==> config.mk <==
export PLATFORM = sky130hd
export DESIGN_NAME = program_loader
export DESIGN_NICKNAME = d
export VERILOG_FILES = /design/src/rtl/program_loader_pkg.sv /design/src/rtl/program_loader_byte_assembler.sv /design/src/rtl/program_loader.sv
export SDC_FILE = /design/constraint.sdc
export NUM_CORES = 1
export LEC_CHECK = 0
export CORE_ASPECT_RATIO = 0.9
export CORE_UTILIZATION = 55
export CTS_CLUSTER_DIAMETER = 30
export CTS_CLUSTER_SIZE = 10
export DETAILED_ROUTE_END_ITERATION = 10
export PLACE_DENSITY = 0.79
export SYNTH_ARGS = -nofsm -noshare
export SYNTH_HDL_FRONTEND = slang
export SYNTH_SLANG_ARGS = --single-unit
==> constraint.sdc <==
create_clock -name clock -period 4.3 [get_ports clock]
set_input_delay 0.43 -clock clock [delete_from_list [all_inputs] [get_ports clock]]
set_output_delay 0.43 -clock clock [all_outputs]
set_load 0.01 [all_outputs]
==> src/rtl/program_loader_pkg.sv <==
// Shared loader definitions: FSM state encoding and default geometry.
package program_loader_pkg;

  localparam int DEFAULT_ADDRESS_SIZE     = 10;
  localparam int DEFAULT_INSTRUCTION_SIZE = 16;
  localparam int LOADER_STATE_SIZE        = 3;

  typedef enum logic [LOADER_STATE_SIZE-1:0] {
    IDLE    = 3'd0,
    LEN_HI  = 3'd1,
    LEN_LO  = 3'd2,
    DATA    = 3'd3,
    RELEASE = 3'd4,
    RUN     = 3'd5,
    ERROR   = 3'd6
  } loader_state_t;

endpackage

==> src/rtl/program_loader_byte_assembler.sv <==
// Packs host bytes big-endian into one instruction word; word_complete flags
// the cycle in which the last byte of a word is being shifted in.
module program_loader_byte_assembler
  import program_loader_pkg::*;
#(
  parameter int INSTRUCTION_SIZE = DEFAULT_INSTRUCTION_SIZE
) (
  input  logic                        clock,
  input  logic                        reset,
  input  logic                        clear,
  input  logic                        shift_en,
  input  logic [7:0]                  byte_in,
  output logic [INSTRUCTION_SIZE-1:0] word,
  output logic                        word_complete
);

  localparam int BYTES_PER_WORD = INSTRUCTION_SIZE / 8;
  localparam int CW = (BYTES_PER_WORD > 1) ? $clog2(BYTES_PER_WORD) : 1;

  generate
    if (BYTES_PER_WORD == 1) begin : g_single
      assign word          = byte_in;
      assign word_complete = shift_en;
    end else begin : g_multi
      logic [INSTRUCTION_SIZE-9:0] sreg;
      logic [INSTRUCTION_SIZE-1:0] cat;
      logic [CW-1:0]               cnt;

      // The completed word is presented combinationally so the top can
      // register it on the same edge that accepts the final byte.
      assign cat           = {sreg, byte_in};
      assign word          = cat;
      assign word_complete = shift_en && (cnt == CW'(BYTES_PER_WORD - 1));

      always_ff @(posedge clock or negedge reset) begin
        if (!reset) begin
          sreg <= '0;
          cnt  <= '0;
        end else if (clear) begin
          sreg <= '0;
          cnt  <= '0;
        end else if (shift_en) begin
          sreg <= cat[INSTRUCTION_SIZE-9:0];
          cnt  <= word_complete ? '0 : cnt + CW'(1);
        end
      end
    end
  endgenerate

endmodule

==> src/rtl/program_loader.sv <==
// Core bring-up sequencer: holds the core in reset, streams a length-prefixed
// program image from the host byte link into program memory, then releases it.
module program_loader
  import program_loader_pkg::*;
#(
  parameter int ADDRESS_SIZE     = DEFAULT_ADDRESS_SIZE,
  parameter int INSTRUCTION_SIZE = DEFAULT_INSTRUCTION_SIZE
) (
  input  logic                        clock,
  input  logic                        reset,
  input  logic                        start,
  input  logic                        byte_valid,
  input  logic [7:0]                  byte_data,
  output logic                        byte_ready,
  output logic                        prog_write,
  output logic [ADDRESS_SIZE-1:0]     prog_address,
  output logic [INSTRUCTION_SIZE-1:0] prog_data,
  output logic                        core_reset,
  output logic                        busy,
  output logic                        done,
  output logic                        error
);

  localparam int WCW = ADDRESS_SIZE + 1;
  localparam logic [16:0] MAX_WORDS = 17'(1) << ADDRESS_SIZE;

  loader_state_t               state;
  logic [7:0]                  len_hi;
  logic [WCW-1:0]              len;
  logic [WCW-1:0]              word_cnt;
  logic [15:0]                 count16;
  logic                        xfer;
  logic                        shift_en;
  logic [INSTRUCTION_SIZE-1:0] word;
  logic                        word_complete;

  assign byte_ready = !start && (state == LEN_HI || state == LEN_LO || state == DATA);
  assign xfer       = byte_valid && byte_ready;
  assign shift_en   = xfer && (state == DATA);
  assign count16    = {len_hi, byte_data};

  program_loader_byte_assembler #(
    .INSTRUCTION_SIZE(INSTRUCTION_SIZE)
  ) u_asm (
    .clock        (clock),
    .reset        (reset),
    .clear        (start),
    .shift_en     (shift_en),
    .byte_in      (byte_data),
    .word         (word),
    .word_complete(word_complete)
  );

  always_ff @(posedge clock or negedge reset) begin
    if (!reset) begin
      state        <= IDLE;
      core_reset   <= 1'b0;
      prog_write   <= 1'b0;
      prog_address <= '0;
      prog_data    <= '0;
      busy         <= 1'b0;
      done         <= 1'b0;
      error        <= 1'b0;
      len_hi       <= '0;
      len          <= '0;
      word_cnt     <= '0;
    end else begin
      prog_write <= 1'b0;
      if (start) begin
        // Restart from anywhere; a partial word in the assembler is dropped.
        state      <= LEN_HI;
        word_cnt   <= '0;
        core_reset <= 1'b0;
        busy       <= 1'b1;
        done       <= 1'b0;
        error      <= 1'b0;
      end else begin
        case (state)
          LEN_HI: if (xfer) begin
            len_hi <= byte_data;
            state  <= LEN_LO;
          end
          LEN_LO: if (xfer) begin
            if (count16 == 16'd0) begin
              state      <= RUN;
              busy       <= 1'b0;
              done       <= 1'b1;
              core_reset <= 1'b1;
            end else if ({1'b0, count16} > MAX_WORDS) begin
              state <= ERROR;
              busy  <= 1'b0;
              error <= 1'b1;
            end else begin
              len   <= count16[ADDRESS_SIZE:0];
              state <= DATA;
            end
          end
          DATA: if (word_complete) begin
            prog_write   <= 1'b1;
            prog_address <= word_cnt[ADDRESS_SIZE-1:0];
            prog_data    <= word;
            word_cnt     <= word_cnt + WCW'(1);
            if (word_cnt == len - WCW'(1)) state <= RELEASE;
          end
          // Core leaves reset only after the final write has been strobed.
          RELEASE: begin
            state      <= RUN;
            busy       <= 1'b0;
            done       <= 1'b1;
            core_reset <= 1'b1;
          end
          default: ;
        endcase
      end
    end
  end

endmodule

==> impl_metrics.json <==
{
  "cts_setup_buffers": 0,
  "dp_slack_ps": 1240,
  "rsz0062_at_grt": "no",
  "max_freq_mhz": 330,
  "fin_cells": 468,
  "fp-row-count": 26,
  "wire_per_inst_um": 15.5,
  "fillers": 441,
  "peakVddDrop_uv": 361,
  "vias": 2669,
  "power_density_nw_per_um2": 538,
  "synth_cell_types": 50,
  "drt_wl_total_um": 7280,
  "synth_most_common_cell": "dfrtp_1",
  "grt_pass1_vias": 2505,
  "grt_max_degree": 43,
  "finalInstanceArea_um2": 4110,
  "synth_fp_nets": 367,
  "core_um2": 5820,
  "cts_buffers": 9,
  "die_w_um": 85.1,
  "dieHeight_um": 76.8,
  "synth_seq_cells": 72,
  "required_ps": 4540,
  "numPortBuffers": 43,
  "fin_util": 0.706,
  "drt_iter0_markers": 177,
  "hold_violations": 0,
  "ys_warn_count": 0,
  "root_buffer": "clkbuf_8",
  "synth_ff_type": "dfrtp_1",
  "finalMaxSlewViolations": 0,
  "clkLatencyLatePin_ps": 360,
  "drive_gt1_frac": 0.118,
  "die_area_um2": 6540,
  "postCtsResizedCells": 0,
  "post-route-period-util": 0.704,
  "critPathCaptureType": "register",
  "dp_hpwl_um": 5020,
  "fin_nets": 407,
  "syn-instance-count": 353,
  "fin_ws_ps": 1270,
  "finalCriticalPeriod_ps": 3030,
  "p_leak_nw": 1.88,
  "yosys.area.top_type": "dfrtp_1",
  "gp_congestion": 0.911,
  "ys_top_cells_by_area": "dfrtp_1 53%, nand2_1 7.8%, mux2_2 5.6%",
  "drt-pass1-iter-count": 4,
  "cts_tree": "done",
  "setup_viol": 0,
  "vias_per_cell": 5.70,
  "areaGrowthSynthToFinish_pct": 20.1,
  "synthTopCellsByCount": "72 x dfrtp_1, 71 x nand2_1, 28 x o21ai_0",
  "syn_avg_cell_area_um2": 9.69,
  "synth_area_um2": 3420,
  "hold_class": "in2async",
  "power_mw": 2.21,
  "grt_overflow": 0,
  "synth_edf_count": 0,
  "pin_count": 44,
  "worst_hold_slack_ps": 209,
  "cp-start-kind": "register",
  "synth_top_area_share": 0.527,
  "cts_num_sinks": 72,
  "skew_ps": 9.31,
  "outcome": "finished, final reports clean",
  "grt_pass1_wl_um": 12400,
  "holdBufCountCts": 0,
  "worstSetupPathType": "reg2reg",
  "postPlaceCellArea_um2": 3890,
  "tightest_slew_ps": 923,
  "synthArstFlopShare": 1.00,
  "clk_pin_slew_ps": 80,
  "finalSetupTns_ps": 0,
  "start_util": 0.588,
  "grt_use_total": 0.246,
  "cts.path.max_buffers": 2,
  "maxSlewHeadroom": 0.385,
  "drc_errors": 0,
  "critPathArrivalTime_ps": 3270,
  "htree_num_levels": 3,
  "path_max_fanout": 8,
  "num_antenna_cells": 0,
  "dp_cells": 452,
  "ant_nets": 0,
  "drv_cap": 0,
  "ys_seq_area_frac": 0.527,
  "antenna_found_initial": 0
}
## routing by layer
metal | wire length, um | up-vias | GRT usage
met4 | 94 | 0 | 0.0831
met1 | 3360 | 1316 | 0.339
met3 | 326 | 9 | 0.0667
li1 | - | 1279 | -
met5 | 0 | - | 0
met2 | 3490 | 65 | 0.377
## path summary, 6_finish.rpt
path | startpoint | to | slack (ps) | depth (start not counted)
setup / recovery | len[0] | state[0] | 1270 | 8
hold / removal | reset | prog_address[0] | 210 | 1
setup reg to reg | len[0] | state[0] | 1270 | 8
hold reg to reg | u_asm.g_multi.sreg[5] | prog_data[13] | 470 | 2
max in group asynchronous | reset | len[0] | 3160 | 2
min in group clock | u_asm.g_multi.sreg[5] | prog_data[13] | 470 | 2
## cells by family (layout without fill, tap and decap cells)
logic type	count (synthesis)	in the layout	share of synthesized area
flip-flops	72	72	0.527
buffers and inverters	36	81	0.0431
XOR/XNOR	18	18	0.0461
AND/OR/NAND/NOR	150	150	0.205
multiplexers	21	21	0.0680
adder cells (fa/ha/maj)	2	2	0.00731
AO/OA/AOI/OAI	54	54	0.104
## layout by cell type, fill, tap and decap left out, types with 3 or more instances in the layout
cell,instances
or3_1,4
nand2b_1,3
clkbuf_8,9
clkdlybuf4s50_1,42
or2_2,4
nor4_1,3
nor2b_1,3
nor3_1,12
xnor2_1,10
a31oi_1,5
buf_4,5
a21oi_1,4
xor2_1,8
o21ai_0,28
nand3_1,17
inv_1,17
or4_1,3
dfrtp_1,72
nor2_1,21
mux2_2,17
mux2i_1,3
nand2_1,71
## worst max-delay path, stage by stage (launching register included)
cell	delay (ps)
dfrtp_1	420
inv_1	100
ha_1	300
or4b_4	520
or3_4	390
a2111oi_4	340
o2111ai_1	190
o31ai_2	310
mux2_1	350
## final cells by class
cell class	instances	area, um2	area share
multi-input cells	245	1470	0.358
well taps	70	87.6	0.0213
inverters	17	63.8	0.0155
flip-flops and latches	72	1800	0.438
repair buffers	48	463	0.113
clock inverters	6	92.6	0.0225
clock buffers	10	128	0.0311
## state kept, by name, summed over array words and instances, names as in the netlist
name,cells
done,1
u_asm.g_multi.cnt,1
u_asm.g_multi.sreg,8
word_cnt,11
prog_address,10
prog_data,16
len_hi,8
error,1
busy,1
len,11
state,3
prog_write,1
## report_power, final
part	switching, mW	total [mW]	internal [mW]
sequential	0.164	0.992	0.828
clock	0.266	0.596	0.330
combinational	0.306	0.624	0.317
(Power assumes the default switching activity.)
